**src/rtl/chip_bank_scheduler.sv**
```systemverilog
`default_nettype none
// ============================================================================
// Module      : chip_bank_scheduler
// Description : Single-outstanding burst scheduler driving one DRAM chip's
//               per-bank row/column/strobe buses with open-row tracking.
// Revision    : 1.0
// ============================================================================
module chip_bank_scheduler #(
    parameter int BGWIDTH      = 2,
    parameter int BAWIDTH      = 2,
    parameter int ADDRWIDTH    = 17,
    parameter int COLWIDTH     = 10,
    parameter int DEVICE_WIDTH = 4,
    parameter int BL           = 8,
    parameter int T_RP         = 3,
    parameter int T_RCD        = 3,
    parameter int RD_LAT       = 2
) (
    input  logic                          clk,
    input  logic                          rst_n,
    input  logic                          req_valid,
    output logic                          req_ready,
    input  logic                          req_wr,
    input  logic [BGWIDTH-1:0]            req_bg,
    input  logic [BAWIDTH-1:0]            req_ba,
    input  logic [ADDRWIDTH-1:0]          req_row,
    input  logic [COLWIDTH-1:0]           req_col,
    input  logic [BL*DEVICE_WIDTH-1:0]    req_wdata,
    output logic                          rsp_valid,
    output logic [DEVICE_WIDTH-1:0]       rsp_data,
    output logic                          rsp_last,
    output logic [2**BGWIDTH-1:0][2**BAWIDTH-1:0]                   rd_o_wr,
    output logic [2**BGWIDTH-1:0][2**BAWIDTH-1:0][DEVICE_WIDTH-1:0] dqin,
    input  logic [2**BGWIDTH-1:0][2**BAWIDTH-1:0][DEVICE_WIDTH-1:0] dqout,
    output logic [2**BGWIDTH-1:0][2**BAWIDTH-1:0][ADDRWIDTH-1:0]    row,
    output logic [2**BGWIDTH-1:0][2**BAWIDTH-1:0][COLWIDTH-1:0]     column
);

    localparam int BANKGROUPS    = 2**BGWIDTH;
    localparam int BANKSPERGROUP = 2**BAWIDTH;
    localparam int BANKIDX       = BGWIDTH + BAWIDTH;
    localparam int NBANKS        = 2**BANKIDX;
    localparam int MAX_A         = (T_RP > T_RCD) ? T_RP : T_RCD;
    localparam int MAX_B         = (RD_LAT > BL) ? RD_LAT : BL;
    localparam int MAXC          = (MAX_A > MAX_B) ? MAX_A : MAX_B;
    localparam int CW            = $clog2(MAXC + 1);

    localparam logic [CW-1:0] C_RP_LOAD   = CW'(T_RP - 1);
    localparam logic [CW-1:0] C_RCD_LOAD  = CW'(T_RCD - 1);
    localparam logic [CW-1:0] C_LAT_LOAD  = CW'(RD_LAT - 1);
    localparam logic [CW-1:0] C_BEAT_LAST = CW'(BL - 1);

    typedef enum logic [2:0] {
        S_IDLE   = 3'd0,
        S_PRE    = 3'd1,
        S_ACT    = 3'd2,
        S_ACCESS = 3'd3,
        S_DRAIN  = 3'd4
    } state_t;

    state_t state_q, state_d;
    logic [CW-1:0] cnt_q, cnt_d;

    logic                       wr_q, wr_d;
    logic [BGWIDTH-1:0]         bg_q, bg_d;
    logic [BAWIDTH-1:0]         ba_q, ba_d;
    logic [ADDRWIDTH-1:0]       req_row_q, req_row_d;
    logic [COLWIDTH-1:0]        req_col_q, req_col_d;
    logic [BL*DEVICE_WIDTH-1:0] wdata_q, wdata_d;

    logic [NBANKS-1:0]                open_q, open_d;
    logic [NBANKS-1:0][ADDRWIDTH-1:0] open_row_q, open_row_d;

    logic [BANKGROUPS-1:0][BANKSPERGROUP-1:0]                   rd_o_wr_q, rd_o_wr_d;
    logic [BANKGROUPS-1:0][BANKSPERGROUP-1:0][DEVICE_WIDTH-1:0] dqin_q, dqin_d;
    logic [BANKGROUPS-1:0][BANKSPERGROUP-1:0][ADDRWIDTH-1:0]    row_q, row_d;
    logic [BANKGROUPS-1:0][BANKSPERGROUP-1:0][COLWIDTH-1:0]     column_q, column_d;

    logic [RD_LAT:0]           pipe_v_q, pipe_v_d;
    logic [RD_LAT:0]           pipe_l_q, pipe_l_d;
    logic                      rsp_valid_q, rsp_valid_d;
    logic                      rsp_last_q, rsp_last_d;
    logic [DEVICE_WIDTH-1:0]   rsp_data_q, rsp_data_d;

    logic [BANKIDX-1:0] w_in_idx;
    logic [BANKIDX-1:0] w_cur_idx;
    logic               w_issue_rd;
    logic               w_issue_last;
    logic               w_wr_done;

    assign w_in_idx  = {req_bg, req_ba};
    assign w_cur_idx = {bg_q, ba_q};

    always_comb begin
        state_d      = state_q;
        cnt_d        = cnt_q;
        wr_d         = wr_q;
        bg_d         = bg_q;
        ba_d         = ba_q;
        req_row_d    = req_row_q;
        req_col_d    = req_col_q;
        wdata_d      = wdata_q;
        open_d       = open_q;
        open_row_d   = open_row_q;
        row_d        = row_q;
        column_d     = column_q;
        rd_o_wr_d    = '0;
        dqin_d       = '0;
        w_issue_rd   = 1'b0;
        w_issue_last = 1'b0;
        w_wr_done    = 1'b0;

        case (state_q)
            S_IDLE: begin
                if (req_valid) begin
                    wr_d      = req_wr;
                    bg_d      = req_bg;
                    ba_d      = req_ba;
                    req_row_d = req_row;
                    req_col_d = req_col;
                    wdata_d   = req_wdata;
                    if (open_q[w_in_idx] && (open_row_q[w_in_idx] == req_row)) begin
                        state_d = S_ACCESS;
                        cnt_d   = '0;
                    end else if (open_q[w_in_idx]) begin
                        open_d[w_in_idx] = 1'b0;
                        state_d          = S_PRE;
                        cnt_d            = C_RP_LOAD;
                    end else begin
                        state_d               = S_ACT;
                        cnt_d                 = C_RCD_LOAD;
                        row_d[req_bg][req_ba] = req_row;
                    end
                end
            end
            S_PRE: begin
                if (cnt_q == '0) begin
                    state_d           = S_ACT;
                    cnt_d             = C_RCD_LOAD;
                    row_d[bg_q][ba_q] = req_row_q;
                end else begin
                    cnt_d = cnt_q - CW'(1);
                end
            end
            S_ACT: begin
                if (cnt_q == '0) begin
                    open_d[w_cur_idx]     = 1'b1;
                    open_row_d[w_cur_idx] = req_row_q;
                    state_d               = S_ACCESS;
                    cnt_d                 = '0;
                end else begin
                    cnt_d = cnt_q - CW'(1);
                end
            end
            S_ACCESS: begin
                // Bank-side buses are registered here, so each beat appears one cycle after its ACCESS cycle.
                rd_o_wr_d[bg_q][ba_q] = wr_q;
                dqin_d[bg_q][ba_q]    = wr_q ? wdata_q[DEVICE_WIDTH-1:0] : '0;
                column_d[bg_q][ba_q]  = req_col_q + COLWIDTH'(cnt_q);
                wdata_d               = wdata_q >> DEVICE_WIDTH;
                w_issue_rd            = ~wr_q;
                w_issue_last          = ~wr_q && (cnt_q == C_BEAT_LAST);
                if (cnt_q == C_BEAT_LAST) begin
                    if (wr_q) begin
                        state_d   = S_IDLE;
                        w_wr_done = 1'b1;
                    end else begin
                        state_d = S_DRAIN;
                        cnt_d   = C_LAT_LOAD;
                    end
                end else begin
                    cnt_d = cnt_q + CW'(1);
                end
            end
            S_DRAIN: begin
                if (cnt_q == '0) begin
                    state_d = S_IDLE;
                end else begin
                    cnt_d = cnt_q - CW'(1);
                end
            end
            default: begin
                state_d = S_IDLE;
            end
        endcase

        // Stage 0 marks the beat's issue edge; stage RD_LAT is when dqout for that beat is valid.
        pipe_v_d    = {pipe_v_q[RD_LAT-1:0], w_issue_rd};
        pipe_l_d    = {pipe_l_q[RD_LAT-1:0], w_issue_last};
        rsp_valid_d = pipe_v_q[RD_LAT];
        rsp_data_d  = pipe_v_q[RD_LAT] ? dqout[bg_q][ba_q] : '0;
        rsp_last_d  = w_wr_done | (pipe_v_q[RD_LAT] & pipe_l_q[RD_LAT]);
    end

    always_ff @(posedge clk or negedge rst_n) begin
        if (!rst_n) begin
            state_q     <= S_IDLE;
            cnt_q       <= '0;
            wr_q        <= 1'b0;
            bg_q        <= '0;
            ba_q        <= '0;
            req_row_q   <= '0;
            req_col_q   <= '0;
            wdata_q     <= '0;
            open_q      <= '0;
            open_row_q  <= '0;
            rd_o_wr_q   <= '0;
            dqin_q      <= '0;
            row_q       <= '0;
            column_q    <= '0;
            pipe_v_q    <= '0;
            pipe_l_q    <= '0;
            rsp_valid_q <= 1'b0;
            rsp_last_q  <= 1'b0;
            rsp_data_q  <= '0;
        end else begin
            state_q     <= state_d;
            cnt_q       <= cnt_d;
            wr_q        <= wr_d;
            bg_q        <= bg_d;
            ba_q        <= ba_d;
            req_row_q   <= req_row_d;
            req_col_q   <= req_col_d;
            wdata_q     <= wdata_d;
            open_q      <= open_d;
            open_row_q  <= open_row_d;
            rd_o_wr_q   <= rd_o_wr_d;
            dqin_q      <= dqin_d;
            row_q       <= row_d;
            column_q    <= column_d;
            pipe_v_q    <= pipe_v_d;
            pipe_l_q    <= pipe_l_d;
            rsp_valid_q <= rsp_valid_d;
            rsp_last_q  <= rsp_last_d;
            rsp_data_q  <= rsp_data_d;
        end
    end

    assign req_ready = (state_q == S_IDLE);
    assign rsp_valid = rsp_valid_q;
    assign rsp_data  = rsp_data_q;
    assign rsp_last  = rsp_last_q;
    assign rd_o_wr   = rd_o_wr_q;
    assign dqin      = dqin_q;
    assign row       = row_q;
    assign column    = column_q;

endmodule
`default_nettype wire

```
**config.mk**
```make
export PLATFORM = sky130hd
export DESIGN_NAME = chip_bank_scheduler
export DESIGN_NICKNAME = d
export VERILOG_FILES = /design/src/rtl/chip_bank_scheduler.sv
export SDC_FILE = /design/constraint.sdc
export NUM_CORES = 2
export LEC_CHECK = 0
export ABC_AREA = 0
export BUFFER_PORTS_ARGS = -buffer_cell sky130_fd_sc_hd__clkbuf_2
export CORE_AREA = 2 2 268 270
export CTS_BUF_LIST = sky130_fd_sc_hd__clkbuf_8 sky130_fd_sc_hd__clkbuf_16
export CTS_CLUSTER_SIZE = 28
export DETAILED_ROUTE_END_ITERATION = 16
export DIE_AREA = 0 0 270 272
export GPL_ROUTABILITY_DRIVEN = 0
export PLACE_DENSITY = 0.87
export SYNTH_ARGS = -nofsm -noshare
export SYNTH_HDL_FRONTEND = slang
export SYNTH_SLANG_ARGS = --single-unit
```
**constraint.sdc**
```tcl
create_clock -name clk -period 3.1 [get_ports clk]
set_input_delay 0 -clock clk [delete_from_list [all_inputs] [get_ports clk]]
set_output_delay 0 -clock clk [all_outputs]
set_load 0.02 [all_outputs]
```
==> flow_summary.json <==
{
  "outcome": "complete, no violations",
  "most-common-layout-cells": "dfrtp_1, clkbuf_2, nand2_1",
  "slowest_delay_ns": 0.61,
  "clk_latency_ns": 0.68,
  "cp_required_ns": 3.59,
  "clkSinkCount": 883,
  "multi_input_comb_area_sq_um": 15130,
  "timing.final.crit_share": 0.9818,
  "post_cts_buffers": 0,
  "arrival_time_worst_endpoint_ns": 3.54,
  "p_leak_nw": 23.21,
  "timing.hold.worst.class": "in -> reg",
  "post_route_cells_drive_above_1_share": 0.3261,
  "sequential_cell_area_sq_um": 22110,
  "root_buffer": "clkbuf_16",
  "cp_cell_sequence": "dlygate4sd3_1, buf_4, mux4_1, mux4_2, nor2b_1, nand2_1, o21ai_2, o21ai_2, nand2_1, o21ai_0",
  "cts_max_level": 3,
  "synth-async-reset-ratio": 1.000,
  "yosysSeqAreaShare": 0.5750,
  "critical_path.endpoint_type": "flip-flop",
  "leading_cell_type_in_the_layout_fill_and_taps_excluded": "dfrtp_1",
  "synth_cell_types": 65,
  "post_synth_inst_count": 3448,
  "areaGrowthSynthToFinish_pct": 22.62,
  "number_of_drc_violations_after_detailed_routing": 0,
  "synthFlopType": "dfrtp_1",
  "placedCellCount": 4928,
  "place_ws_ns": 0.04010,
  "clkTransAtPathRegs_ns": 0.06,
  "layout.cells.non_filler": 5162,
  "die_width_um": 270,
  "powerDensity_nw_per_um2": 899.0,
  "critPathMaxFanout": 34,
  "count_of_flip_flops_with_a_built_in_enable_after_synthesis": 0,
  "drt-wirelength-per-cell_um": 27.15,
  "grt_antenna_before_repair": 5,
  "postLayoutCoreUtil": 0.6661,
  "setup-violations-final": 0,
  "avgViaCountPerCell": 6.463,
  "postLayoutSetupSlackWorst_ns": 0.05651,
  "tns_ns": 0,
  "finish.instance_area_sq_um": 47120,
  "dp.final_hpwl_um": 89260,
  "leftover_overflow_at_the_end_of_global_routing": 0,
  "maxCapViolations": 0,
  "synth_fp_nets": 3586,
  "grt_max_degree": 99,
  "start_util": 0.5432,
  "detailedRoute.firstIterationViolations": 4984,
  "max-slew-margin-rel": 0.1327,
  "max-clock-path-buffers": 3,
  "crit_slowest_cell": "mux4_1",
  "crit_type": "in -> reg",
  "placed_area_sq_um": 43240,
  "cts-buffers-inserted": 90,
  "io_buffers": 649,
  "pin_count": 650,
  "worst-slew-pin-transition_ns": 1.296,
  "ff2ff_path_depth": 8,
  "grt_pass1_wl_um": 209400,
  "first_pass_drt_iterations": 7,
  "dr_total_vias": 33362,
  "drt.antenna.violating_nets": 0,
  "timing.final.max_slew_violations": 0,
  "synth.ff_latch_count": 883,
  "vias_in_the_first_global_route": 33859,
  "die_boundary_height_um": 272,
  "critical_path.startpoint_type": "input pin",
  "mappedNetlistArea_sq_um": 38430,
  "synth_area_per_cell_sq_um": 11.15,
  "tritoncts": "built",
  "core_sq_um": 70750,
  "gr-usage-all-layers": 0.3757,
  "fin_skew_ns": 0.06545,
  "finalCriticalPeriod_ns": 3.043,
  "die-area_sq_um": 73440,
  "route.final.wire_length_um": 140200,
  "hold_path_depth": 4,
  "vdd_ir_drop_max_mv": 1.006,
  "final_layout_fill_cell_count": 4832,
  "core.rowCount": 98,
  "yosys_warnings": 0,
  "final_nets": 4280,
  "max_freq_ghz": 0.3286,
  "rsz_0062_raised_after_global_routing": "yes",
  "final-hold-violation-count": 0
}
==> per-layer routing <==
layer / vias to the layer above / wire [um] / track usage
li1: 13503 / - / -
met1: 16155 / 46490 / 0.4554
met2: 2816 / 63510 / 0.5810
met3: 880 / 18570 / 0.1190
met4: 8 / 11530 / 0.2496
met5: - / 77 / 0.004493
==> critical path: cells and delay by family <==
| kind | cells | cell delay, ns |
|---|---|---|
| simple gates | 3 | 0.58 |
| compound gates | 3 | 0.92 |
| mux | 2 | 1.09 |
| buf+inv | 2 | 0.89 |
==> cell usage after synthesis, types with 18 or more instances <==
cell type / n / share of area
a21oi_1: 190 / 0.025
a22oi_1: 300 / 0.059
and2_1: 77 / 0.013
and3_1: 25 / 0.0041
buf_2: 37 / 0.0048
clkbuf_1: 229 / 0.022
dfrtp_1: 883 / 0.57
mux2_2: 284 / 0.083
mux2i_1: 50 / 0.013
mux4_2: 63 / 0.037
nand2_1: 526 / 0.051
nand3_1: 18 / 0.0023
nor2_1: 250 / 0.024
o21ai_0: 242 / 0.032
o21ai_1: 38 / 0.0049
o22ai_1: 19 / 0.0031
==> cells by family after synthesis <==
family          Yosys count  synth area share
simple gates            979            0.1099
flops                   883            0.5750
compound gates          837            0.1335
mux                     411            0.1392
buf+inv                 300           0.03295
xor+xnor                 31          0.007065
fa+ha+maj                 7          0.002474
==> where the power goes <==
| part | internal, mW | total [mW] | switching [mW] | leakage, nW |
|---|---|---|---|---|
| clock | 6.61 | 11.4 | 4.81 | 1.58 |
| sequential | 14.1 | 17.0 | 2.91 | 12.0 |
| combinational | 4.35 | 13.9 | 9.58 | 9.66 |
| total | 25.1 | 42.4 | 17.3 | 23.2 |
==> cell type report <==
class | count | share of cell area
Antenna cell | 2 | 0.0001062
Clock buffer | 115 | 0.05509
Clock inverter | 45 | 0.01139
Inverter | 6 | 0.0004779
Multi-Input combinational cell | 2265 | 0.3210
Sequential cell | 883 | 0.4691
Tap cell | 950 | 0.02522
Timing Repair Buffer | 896 | 0.1176
==> registers in the layout, indices dropped and copies added, names as in the netlist, 3 cells and up <==
name / flops
pipe_l_q: 3
req_col_q: 10
column: 160
wdata_q: 32
pipe_v_q: 3
row: 272
open_row_q: 272
cnt_q: 4
req_row_q: 17
rd_o_wr: 16
open_q: 16
state_q: 3
dqin: 64
rsp_data: 4
==> metrics by stage <==
step	hold WS (ns)	power [mW]
global placement	0.05266	29.64
finish	0.03482	42.36
CTS	0.001640	41.66
global route	0.03624	43.73
detailed placement	0.05044	30.10
floorplan	-0.2956	23.85
==> final timing paths <==
| path | from | to | slack [ns] |
|---|---|---|---|
| worst min-delay path | dqout[10] | rsp_data[2] | 0.03 |
| worst max-delay path | req_ba[1] | row[223] | 0.06 |
| max in group asynchronous | rst_n | open_row_q[192] | 2.40 |
| worst max register to register | open_q[10] | row[223] | 0.06 |
| worst min register to register | pipe_l_q[0] | pipe_l_q[1] | 0.34 |
| min in group asynchronous | rst_n | open_row_q[154] | 0.15 |
==> repair_timing <==
item,4_1_cts,5_1_grt
hold buffers,72,0
endpoints found under the setup margin,0,42
gates resized for setup,0,1
hold endpoints to repair,772,0
Power figures use the tool's default switching activity.
